$ cat src/rtl/img_key_highlight_ctrl.sv
// Key-highlight controller for the VGA overlay: decodes PS/2 set-2 bytes and commits
// a one-hot highlight on each frame tick, holding it for HOLD_FRAMES frames.
// Optional build macro HOLD_WHILE_PRESSED_EN: the highlight is frozen until the key is released.
module img_key_highlight_ctrl #(
    parameter int HOLD_FRAMES = 30,
    parameter int CNT_W       = 6
) (
    input  logic       clk,
    input  logic       reset,
    input  logic       key_valid,
    input  logic [7:0] key_code,
    input  logic       frame_tick,
    output logic       aI,
    output logic       bI,
    output logic       cI,
    output logic       dI,
    output logic       upI,
    output logic       downI,
    output logic       leftI,
    output logic       rightI,
    output logic       active,
    output logic       pending
);

    localparam logic [CNT_W-1:0] HOLD_LD = (HOLD_FRAMES == 0) ? CNT_W'(1) : CNT_W'(HOLD_FRAMES);
    localparam logic [0:0] IDLE = 1'b0;
    localparam logic [0:0] SHOW = 1'b1;

    logic [0:0]       state;
    logic [CNT_W-1:0] cnt;
    logic [7:0]       hl;
    logic [2:0]       pend_idx;
    logic             brk;
    logic             dec_hit;
    logic [2:0]       dec_idx;
    logic             is_e0, is_f0, make, rel, frozen;

    always_comb begin
        dec_hit = 1'b1;
        dec_idx = 3'd0;
        case (key_code)
            8'h1C: dec_idx = 3'd0;
            8'h32: dec_idx = 3'd1;
            8'h21: dec_idx = 3'd2;
            8'h23: dec_idx = 3'd3;
            8'h75: dec_idx = 3'd4;
            8'h72: dec_idx = 3'd5;
            8'h6B: dec_idx = 3'd6;
            8'h74: dec_idx = 3'd7;
            default: dec_hit = 1'b0;
        endcase
    end

    assign is_e0 = (key_code == 8'hE0);
    assign is_f0 = (key_code == 8'hF0);
    // E0 is transparent: it neither starts nor ends a break sequence
    assign make  = key_valid && !is_e0 && !is_f0 && !brk && dec_hit;
    assign rel   = key_valid && !is_e0 && !is_f0 && brk;

`ifdef HOLD_WHILE_PRESSED_EN
    logic       held, pend_down;
    logic [2:0] shown_idx;
    logic       rel_pend, rel_shown;

    assign rel_pend  = rel && dec_hit && (dec_idx == pend_idx);
    assign rel_shown = rel && dec_hit && (dec_idx == shown_idx);
    assign frozen    = held;

    // Track whether the pending key is still down so a key released before its
    // commit does not freeze the highlight forever.
    always_ff @(posedge clk) begin
        if (reset) begin
            held      <= 1'b0;
            pend_down <= 1'b0;
            shown_idx <= 3'd0;
        end else begin
            if (make)          pend_down <= 1'b1;
            else if (rel_pend) pend_down <= 1'b0;
            if (frame_tick && pending) begin
                held      <= pend_down && !rel_pend;
                shown_idx <= pend_idx;
            end else if (rel_shown) begin
                held <= 1'b0;
            end
        end
    end
`else
    assign frozen = 1'b0;
`endif

    always_ff @(posedge clk) begin
        if (reset) begin
            state    <= IDLE;
            cnt      <= '0;
            hl       <= '0;
            pend_idx <= 3'd0;
            pending  <= 1'b0;
            brk      <= 1'b0;
        end else begin
            if (key_valid && is_f0) brk <= 1'b1;
            else if (rel)           brk <= 1'b0;

            // A make in the tick cycle survives as the next frame's pending key
            if (make) begin
                pending  <= 1'b1;
                pend_idx <= dec_idx;
            end else if (frame_tick) begin
                pending  <= 1'b0;
            end

            if (frame_tick) begin
                if (pending) begin
                    state <= SHOW;
                    cnt   <= HOLD_LD;
                    hl    <= 8'b1 << pend_idx;
                end else if (state == SHOW && !frozen) begin
                    if (cnt > CNT_W'(1)) begin
                        cnt <= cnt - CNT_W'(1);
                    end else begin
                        state <= IDLE;
                        cnt   <= '0;
                        hl    <= '0;
                    end
                end
            end
        end
    end

    assign {rightI, leftI, downI, upI, dI, cI, bI, aI} = hl;
    assign active = (state == SHOW);

endmodule
$ cat config.mk
export PLATFORM = sky130hd
export DESIGN_NAME = img_key_highlight_ctrl
export DESIGN_NICKNAME = d
export VERILOG_FILES = /design/src/rtl/img_key_highlight_ctrl.sv
export SDC_FILE = /design/constraint.sdc
export NUM_CORES = 1
export LEC_CHECK = 0
export BUFFER_PORTS_ARGS = -buffer_cell sky130_fd_sc_hd__buf_2
export CORE_MARGIN = 3
export CORE_UTILIZATION = 45
export CTS_BUF_LIST = sky130_fd_sc_hd__clkbuf_4 sky130_fd_sc_hd__clkbuf_8 sky130_fd_sc_hd__clkbuf_16
export DETAILED_ROUTE_END_ITERATION = 10
export PLACE_DENSITY_LB_ADDON = 0.2
export SETUP_SLACK_MARGIN = 0.5
export SLEW_MARGIN = 20
export SYNTH_ARGS = -nofsm -noshare
export SYNTH_HDL_FRONTEND = slang
export SYNTH_SLANG_ARGS = --single-unit
$ cat constraint.sdc
create_clock -name clk -period 1.7 [get_ports clk]
set_input_delay 0.255 -clock clk [delete_from_list [all_inputs] [get_ports clk]]
set_output_delay 0.255 -clock clk [all_outputs]
set_load 0.05 [all_outputs]
# ---- Yosys cells after proc, flatten, opt, wreduce, memory -nomap -nowiden
# Index checks and enable logic that the tools add are counted.
dict set report word_totals {
  out_inout_bits 10
  elab_cells 50
  in_bits 12
  reg_bits 20
}
dict set report op_classes {
  magnitude_cmp 1
  shifts 1
  n_addsub 1
  eq_ne 11
  n_reduce_logical 15
  mux 15
}
# op count
set op_table {}
lappend op_table {{$eq 8x7->1 const B} 4}
lappend op_table {{$eq 8x6->1 const B} 3}
lappend op_table {{$mux 8} 3}
lappend op_table {{$pmux 3 s7} 1}
lappend op_table {{$mux 6} 3}
lappend op_table {{$eq 8x8->1 const B} 2}
lappend op_table {{$eq 8x5->1 const B} 1}
lappend op_table {{$mux 1} 8}
lappend op_table {{$reduce_or 8->1} 1}
lappend op_table {{$shl 1x3->8 const A} 1}
lappend op_table {{$gt 6x1->1 const B} 1}
lappend op_table {{$logic_and 1x1->1} 6}
lappend op_table {{$reduce_bool 2->1} 3}
lappend op_table {{$sub 6x1->6 const B} 1}
lappend op_table {{$logic_not 1->1} 3}
lappend op_table {{$reduce_and 3->1} 1}
lappend op_table {{$ne 2x2->1 const B} 1}
lappend op_table {{$reduce_and 2->1} 1}

# ---- Depth between registers and ports, before layout
dict set report logic_depth {
  depth_word 7
  depth_mapped 7
}

# ---- Worst setup path after synthesis
# Ideal clock, no wire load.
dict set report synth_timing {
  path_kind {reg2reg}
  start {register state, in the netlist active}
  end {register cnt[5]}
  path_stages_with_launch 5
  n_path_buf 0
  required_ps 1629
  period_less_slack_ps 1589
  arrival_time_ps 1518
  setup_ps 71
  path_slack_ps 111
  path_cell_list {dfxtp_1 > and3b_1 > o31ai_1 > or3_1 > a21oi_1}
}
dict set report synth_between {
  elab_chain_len 2
}
# element line_no
set synth_lines {}
lappend synth_lines {{start, declared} 29} ;# logic [0:0] state;
lappend synth_lines {{start signal, assigned} 93} ;# state <= IDLE;
lappend synth_lines {{start signal, assigned} 113} ;# state <= SHOW;
lappend synth_lines {{start signal, assigned} 120} ;# state <= IDLE;
lappend synth_lines {{$reduce_bool 2->1 (no source line)} n/a}
lappend synth_lines {{$reduce_and 2->1 (no source line)} n/a}
lappend synth_lines {{end signal, assigned} 118} ;# cnt <= cnt - CNT_W'(1);
lappend synth_lines {{end, declared} 30} ;# logic [CNT_W-1:0] cnt;
# No other way between the ends.
# A chain may end at the register's enable or synchronous reset.

# ---- Final worst setup path
dict set report layout_timing {
  start {register cnt[4]}
  end {register cnt[3]}
}
dict set report layout_between {
  elab_chain_len 4
}
# element line_no
set layout_lines {}
lappend layout_lines {{$gt 6x1->1} 117} ;# if (cnt > CNT_W'(1)) begin
lappend layout_lines {{$mux 6} 117}
lappend layout_lines {{$mux 6} 116} ;# end else if (state == SHOW && !frozen) begin
lappend layout_lines {{$mux 6} 112} ;# if (pending) begin
# No other way between the ends. The select of a mux whose other input is x is not followed.

==> results.ini <==
[run_status]
status = finished, final reports clean

[synthesis]
synth_warnings = 0
ys_seq_elements = 20
ys_types = 41
synth_area_leaders = dfxtp_1 (35%), a21oi_1 (8.3%), nor2_1 (5.6%)
syn_avg_cell_area_um2 = 8.14
netlist_top_cells_count = dfxtp_1 (20), a21oi_1 (19), nor2_1 (17)
seq_area_frac_synth_pct = 34.9
synthArstFlopShare_pct = 0
synth_edf_count = 0
syn_nets = 155
yosysTopAreaCell = dfxtp_1
yosysMostFrequentCell = dfxtp_1
synth_top_area_share_pct = 34.9
synth_cells = 141
synth_ff_type = dfxtp_1
synth_area_mm2 = 0.00115

[floorplan]
core_mm2 = 0.00232
pin_count = 22
die_h_um = 56.5
die_area_mm2 = 0.00319
start_util_pct = 49.5
die_w_um = 56.5
rows = 17

[critical_path]
worstSetupStartpointType = register
slowest_stage = or3_4
critPathKind = register to register
cpPeakStageDelay_ps = 440
crit_family = simple AND/OR/NAND/NOR gates
cp-end-kind = register
critPathRequiredTime_ps = 1890
cp.arrival_ps = 1700
crit_buf_inv = 1
path_cells = or3_4, nor3_4, buf_6, a21oi_2, o22ai_1, nor2_1
worstPathMaxFanout = 4

[finish]
diodes = 0
fin_cells = 203
finalInstanceArea_mm2 = 0.00161
final_nets = 190
drive_gt1_share_pct = 44.0
syn_to_final_growth_pct = 40.3

[place]
gp_congestion = 0.757
place_inst = 190
post_dp_cell_area_mm2 = 0.00136
hpwl_um = 1840
io_buffers = 21
preCtsSetupSlack_ps = 15.1

[sta]
rsz0062_at_grt = true
slew_violations = 0
clock.fmax_ghz = 0.665
finalSetupViolCount = 0
tightestPinTransition_ps = 428
finClkSkew_ps = 11.5
period_share_pct = 88.5
fin_ws_ps = 196
finalSetupTns_ps = 0
relSlewSlack_pct = 71.5
post-route-min-period_ps = 1500
hold_viol_final = 0

[clock_network]
tritoncts = built
hold_buffers = 0
clock_latency_ps = 310
clkSinkCount = 20
path_clk_slew_ps = 130
cts_buffer_depth = 2
root_buffer = clkbuf_4
cts_max_level = 1
cts-buffers-inserted = 3

[pwr]
ir_drop_uv = 404
power_mw = 0.866
cellLeakagePower_nw = 0.608
powerDensity_mw_per_mm2 = 538

[detailed_routing]
via_per_inst = 5.68
drt-pass1-iter-count = 4
drt_iter0_drc = 47
routed_wirelength_um = 2900
drcViolationCount = 0
drtAntennaViolNets = 0
vias = 1154
post_drt_wl_per_cell_um = 14.3

[global_route]
grt_overflow = 0
antenna_found_initial = 0
grtUsageTotal_pct = 18.2
grt_pass1_vias = 1062
grt_pass1_wl_um = 4710
grt_max_degree = 23

[job]
drv_cap = 0

[min_path]
hp-class = input pin to register

worst reg2reg max path, delay by kind of cell (launching register included):
kind / cells / cell delay [ps]
flip-flops: 1 / 340
AND/OR/NAND/NOR: 3 / 680
buffers and inverters: 1 / 150
AO/OA/AOI/OAI: 2 / 210
stage by stage:
step	util, %	hold WS [ps]
after global routing	69.5	279
final	69.5	262
after detailed placement	58.7	441
after floorplan	-	425
after CTS	63.2	281
after global placement	58.7	436
cells in the final DEF (no fill, tap or decap), types with 3 or more instances in the layout:
| cell type | netlist | layout |
|---|---|---|
| dfxtp_4 | 0 | 3 |
| nor2_1 | 17 | 16 |
| a21oi_1 | 19 | 16 |
| a21oi_2 | 0 | 3 |
| nand2_1 | 14 | 13 |
| dfxtp_2 | 0 | 4 |
| o22ai_1 | 3 | 3 |
| nand2b_1 | 7 | 7 |
| nor2b_1 | 3 | 3 |
| buf_2 | 0 | 11 |
| buf_6 | 0 | 5 |
| buf_4 | 0 | 11 |
| and2_1 | 3 | 3 |
| clkbuf_4 | 0 | 9 |
| nand4_1 | 4 | 4 |
| dfxtp_1 | 20 | 13 |
| and4bb_2 | 3 | 3 |
| nand4b_1 | 4 | 4 |
metal layers:
layer  GRT usage (%)  wire [µm]  share of wire (%)
met5               0          0                  0
met2            30.7       1390                 48
met4            5.42         16               0.55
met3            4.37        137                4.7
met1            22.8       1360                 47
flip-flops by register name, indices dropped and copies added, names as in the netlist:
| register | flops |
|---|---|
| hl | 8 |
| cnt | 6 |
| brk | 1 |
| active | 1 |
| pending | 1 |
| pend_idx | 3 |
worst paths after layout:
check | to | cells after the start | slack, ps | startpoint
worst min register to register | hl[2] | 2 | 460 | hl[2]
worst min-delay path | brk | 3 | 260 | key_valid
worst max register to register | cnt[3] | 6 | 200 | cnt[4]
worst max-delay path | cnt[3] | 6 | 200 | cnt[4]
power by group:
group          leakage [nW]  internal (mW)  switching, mW
Sequential            0.166          0.466        0.00304
Combinational         0.422         0.0467         0.0609
Clock                0.0210          0.131          0.159
kinds of logic after synthesis:
family                   count (synthesis)  share of synthesized area, %
buffers and inverters                    7                          2.29
AO/OA/AOI/OAI                           38                          21.6
XOR/XNOR                                 1                         0.763
multiplexers                             2                          2.18
AND/OR/NAND/NOR                         71                          36.1
adder cells (fa/ha/maj)                  2                          2.18
flip-flops                              20                          34.9
final cells by class:
cell class	instances	area (µm²)
Sequential cell	20	417
Clock buffer	4	36.3
Fill cell	187	708
Inverter	3	13.8
Timing Repair Buffer	34	254
Multi-Input combinational cell	114	855
Tap cell	28	35.0
what timing repair did:
action,CTS,global route
resized for setup,12,30
buffers inserted,4,5
endpoints found under the setup margin,20,28
pin swaps,6,17
gates cloned,0,0
Power figures use the tool's default switching activity.
